File: config.mk
export PLATFORM = sky130hd
export DESIGN_NAME = sixteen_bit_serializer
export DESIGN_NICKNAME = d
export VERILOG_FILES = /design/src/rtl/serializer_pkg.sv /design/src/rtl/sixteen_bit_serializer_bit_counter.sv /design/src/rtl/sixteen_bit_serializer.sv
export SDC_FILE = /design/constraint.sdc
export NUM_CORES = 1
export LEC_CHECK = 0
export CAP_MARGIN = 5
export CORE_MARGIN = 3
export CORE_UTILIZATION = 29
export DETAILED_ROUTE_END_ITERATION = 12
export DONT_BUFFER_PORTS = 1
export PLACE_DENSITY_LB_ADDON = 0.2
export SETUP_SLACK_MARGIN = 0.5
export SLEW_MARGIN = 20
export SYNTH_ARGS = -nofsm -noshare
export SYNTH_HDL_FRONTEND = slang
export SYNTH_SLANG_ARGS = --single-unit
File: constraint.sdc
create_clock -name clk -period 1.2 [get_ports clk]
set_input_delay 0.24 -clock clk [delete_from_list [all_inputs] [get_ports clk]]
set_output_delay 0.24 -clock clk [all_outputs]
set_load 0.005 [all_outputs]
File: src/rtl/serializer_pkg.sv
// Shared constants for the 16-bit parallel-in / serial-out transmitter.
// Holds the FSM state encoding and the default word width.
package serializer_pkg;

   localparam int DEFAULT_WIDTH = 16;

   localparam logic [1:0] S_IDLE   = 2'd0;
   localparam logic [1:0] S_SHIFT  = 2'd1;
   localparam logic [1:0] S_PARITY = 2'd2;

endpackage

File: src/rtl/sixteen_bit_serializer_bit_counter.sv
// Bit position counter for the serializer: synchronous clear, count enable,
// and a terminal-count flag raised while the count sits at WIDTH-1.
module bit_counter
   import serializer_pkg::*;
#(
   parameter int WIDTH = DEFAULT_WIDTH,
   parameter int CW    = $clog2(WIDTH + 1)
) (
   input  logic clk,
   input  logic rst,
   input  logic clr_i,
   input  logic en_i,
   output logic tc_o
);

   logic [CW-1:0] cnt_q;
   logic [CW-1:0] cnt_d;

   // Clear wins over enable so a fresh word always starts from bit 0.
   always_comb begin
      cnt_d = cnt_q;
      if (clr_i) begin
         cnt_d = '0;
      end else if (en_i) begin
         cnt_d = cnt_q + 1'b1;
      end
   end

   // Count register with synchronous reset.
   always_ff @(posedge clk) begin
      if (rst) begin
         cnt_q <= '0;
      end else begin
         cnt_q <= cnt_d;
      end
   end

   assign tc_o = (cnt_q == CW'(WIDTH - 1));

endmodule

File: src/rtl/sixteen_bit_serializer.sv
// Parallel-in, serial-out transmitter. A word is accepted on the edge where
// ld && ready, then shifted out MSB-first with ser_valid high for every bit.
// done pulses on the final bit; ready returns the cycle after.
// Build option: define SERIALIZER_PARITY_EN to append one even-parity bit
// after the data bits (done then moves to the parity cycle).
// All outputs decode from registered state only; ld/in never reach an output
// combinationally.
module sixteen_bit_serializer
   import serializer_pkg::*;
#(
   parameter int WIDTH = DEFAULT_WIDTH
) (
   input  logic             clk,
   input  logic             rst,
   input  logic             ld,
   input  logic [WIDTH-1:0] in,
   output logic             ready,
   output logic             ser_out,
   output logic             ser_valid,
   output logic             done
);

   logic [1:0]       state_q;
   logic [1:0]       state_d;
   logic [WIDTH-1:0] shift_q;
   logic [WIDTH-1:0] shift_d;
   logic             accept;
   logic             last_bit;

   assign accept = ld && (state_q == S_IDLE);

   bit_counter #(
      .WIDTH (WIDTH)
   ) u_bit_counter (
      .clk   (clk),
      .rst   (rst),
      .clr_i (accept),
      .en_i  (state_q == S_SHIFT),
      .tc_o  (last_bit)
   );

   // Next-state logic: IDLE -> SHIFT on accept, SHIFT leaves after the last bit.
   always_comb begin
      state_d = state_q;
      case (state_q)
         S_IDLE: begin
            if (ld) begin
               state_d = S_SHIFT;
            end
         end
         S_SHIFT: begin
            if (last_bit) begin
`ifdef SERIALIZER_PARITY_EN
               state_d = S_PARITY;
`else
               state_d = S_IDLE;
`endif
            end
         end
`ifdef SERIALIZER_PARITY_EN
         S_PARITY: begin
            state_d = S_IDLE;
         end
`endif
         default: begin
            state_d = S_IDLE;
         end
      endcase
   end

   // Shift register: load on accept, shift left with zero fill while sending.
   always_comb begin
      shift_d = shift_q;
      if (accept) begin
         shift_d = in;
      end else if (state_q == S_SHIFT) begin
         shift_d = {shift_q[WIDTH-2:0], 1'b0};
      end
   end

   // State and shift registers with synchronous reset.
   always_ff @(posedge clk) begin
      if (rst) begin
         state_q <= S_IDLE;
         shift_q <= '0;
      end else begin
         state_q <= state_d;
         shift_q <= shift_d;
      end
   end

`ifdef SERIALIZER_PARITY_EN
   logic parity_q;

   // Parity is taken from the word as captured, so later shifting cannot disturb it.
   always_ff @(posedge clk) begin
      if (rst) begin
         parity_q <= 1'b0;
      end else if (accept) begin
         parity_q <= ^in;
      end
   end

   // Output decode including the trailing parity cycle.
   always_comb begin
      ser_out = 1'b0;
      case (state_q)
         S_SHIFT:  ser_out = shift_q[WIDTH-1];
         S_PARITY: ser_out = parity_q;
         default:  ser_out = 1'b0;
      endcase
   end

   assign done = (state_q == S_PARITY);
`else
   // Output decode: the MSB of the shift register is the current bit.
   always_comb begin
      ser_out = 1'b0;
      if (state_q == S_SHIFT) begin
         ser_out = shift_q[WIDTH-1];
      end
   end

   assign done = (state_q == S_SHIFT) && last_bit;
`endif

   assign ready     = (state_q == S_IDLE);
   assign ser_valid = (state_q != S_IDLE);

endmodule

==> flow_summary.json <==
{
  "synth_mux_area_share_pct": 18.5,
  "dieArea_mm2": 0.00482,
  "drv_cap": 0,
  "ys_seq_area_share_pct": 37.7,
  "hold_violations": 0,
  "critPathArrivalTime_ps": 1210,
  "synth-xor-area-share_pct": 0.750,
  "hpwlAfterDp_um": 1520,
  "worstMarginPinSlew_ps": 244,
  "avgSynthCellArea_um2": 9.73,
  "die_h_um": 69.4,
  "r2r_cells": 5,
  "antenna_left": 0,
  "critPathLaunchType": "flip-flop",
  "hold_buffers": 0,
  "critPathKind": "flip-flop to output port",
  "required_ps": 960,
  "die_w_um": 69.4,
  "ys_ff_latch": 22,
  "ys_warn_count": 0,
  "grt_overflow_total": 0,
  "synth_top_family_by_area": "multiplexers",
  "clock.fmax_ghz": 0.691,
  "violations": "negative setup slack",
  "grt_max_degree": 23,
  "port_buffers": 0,
  "via_per_inst": 4.88,
  "grt_pass1_vias": 941,
  "routedWlPerCell_um": 16.2,
  "diodes": 0,
  "skew_ps": 2.25,
  "critPathCaptureType": "output port",
  "placedCellCount": 163,
  "yosys.area_share.adder_pct": 2.14,
  "drive_gt1_share_pct": 67.6,
  "start_util_pct": 31.0,
  "core-area_mm2": 0.00377,
  "cts_sinks": 22,
  "synthArstFlopShare_pct": 0,
  "layout_min_cycle_time_ps": 1450,
  "yosysUniqueCellTypes": 28,
  "synth_edf_count": 0,
  "min_path_type": "primary input to flip-flop",
  "drc": 0,
  "status": "finished with violations",
  "drt_first_pass_iters": 4,
  "grt_pass1_wl_um": 4930,
  "antenna_found_initial": 0,
  "finalNetCount": 158,
  "clk_pin_slew_ps": 80,
  "finalMaxSlewViolations": 0,
  "layout_common_cells": "a21oi_2 (18), dfxtp_1 (16), nand2_4 (15)",
  "finalCritPeriodShare_pct": 121,
  "drt_iter0_drc": 18,
  "clockRootBuffer": "clkbuf_8",
  "syn_inst": 120,
  "ys.flop_type": "dfxtp_1",
  "place_ws_ps": -35.5,
  "ir_worst_vdd_v": 0.000397,
  "top_level_ports": 23,
  "netlist_area_mm2": 0.00117,
  "final_common_cell": "a21oi_2",
  "row_count": 22,
  "synth-simple-area-share_pct": 18.3,
  "synthToLayoutAreaGrowth_pct": 49.9,
  "synth_compound_area_share_pct": 14.3,
  "relSlewSlack_pct": 83.2,
  "gp_congestion": 0.702,
  "setup_violations": 4,
  "routed_wl_um": 2980,
  "cts_tree": "built",
  "clockBufferDepth": 2,
  "powerDensity_mw_per_mm2": 1000,
  "rsz0062_at_grt": "true",
  "fin_setup_tns_ps": -393,
  "cp_max_fo": 2,
  "hold-path-cell-count": 1,
  "clock_latency_ps": 260,
  "htreeDepth": 1,
  "vias": 898,
  "synthesis.nets": 141,
  "grt.total_usage_pct": 12.6,
  "worst_slack_ps": -247,
  "power.leakage_nw": 0.717,
  "final_cell_count_no_fill": 184,
  "cts_made_buffers": 3
}
==> kinds of logic (layout without fill, tap and decap cells) <==
logic type | Yosys count | in the layout
AND/OR/NAND/NOR | 44 | 44
flip-flops | 22 | 22
multiplexers | 16 | 16
XOR/XNOR | 1 | 1
adder cells (fa/ha/maj) | 2 | 2
AO/OA/AOI/OAI | 23 | 23
buffers and inverters | 12 | 28
==> power by group <==
part	total (mW)	switching, mW	internal [mW]
Sequential	0.806	0.0336	0.772
Clock	0.531	0.239	0.292
Combinational	0.415	0.176	0.239
==> routing by layer <==
metal / track usage, % / routed length, µm / vias to the layer above
li1: - / - / 438
met1: 16.3 / 1300 / 441
met2: 20.6 / 1500 / 15
met3: 3.19 / 151 / 4
met4: 3.90 / 24 / 0
met5: 0 / 0 / -
==> flip-flops by register name, indices dropped and copies added (netlist names) <==
name	cells
u_bit_counter.cnt_q	5
shift_q	16
state_q	1
==> Yosys cell counts, types with 2 or more instances <==
cell	count	area [µm²]
buf_6	2	22.5
inv_1	3	11.3
a21oi_2	10	87.6
nor2_1	4	15.0
mux2_1	5	56.3
nor3b_1	3	22.5
buf_2	3	15.0
nand2_1	21	78.8
nand2_2	10	62.6
a21oi_1	9	45.0
mux2_4	10	150
dfxtp_1	22	440
and2_1	2	12.5
ha_1	2	25.0
==> area by class of cell <==
cell class                      instances  area (µm²)
Timing Repair Buffer                   17         255
Tap cell                               48        60.1
Timing Repair inverter                  3        48.8
Multi-Input combinational cell         86         850
Sequential cell                        22         450
Fill cell                             344        2020
Inverter                                4        31.3
Clock buffer                            4        55.1
==> critical path, cell delays in order, from the launching register on <==
cell,delay [ps]
dfxtp_2,340
ha_4,150
and3_4,150
ha_4,140
and2_4,160
==> final timing paths <==
| kind | from | end | slack (ps) |
|---|---|---|---|
| worst max-delay path | u_bit_counter.cnt_q[1] | done | -250 |
| worst min register to register | shift_q[11] | shift_q[12] | 470 |
| worst min-delay path | rst | shift_q[14] | 30 |
| worst max register to register | u_bit_counter.cnt_q[1] | state_q[0] | -50 |
==> through the flow <==
step                      util, %  power, mW  cell area [µm²]  hold slack (ps)
after global placement       32.8       1.02             1240              307
after global routing         46.4       1.82             1750             20.3
after detailed placement     32.8       1.03             1240              309
after floorplan                 -       1.04             1240              306
after CTS                    43.0       1.72             1620             20.8
final                        46.4       1.75             1750             25.4
==> timing repair <==
action                     in CTS  in global routing
resized for setup              46                 21
setup buffers                   9                  2
pin swaps                      19                  6
setup endpoints to repair      26                 26
cloned                          6                  0
hold endpoints to repair        0                  0
No activity file was read; power rests on OpenSTA's default activity.
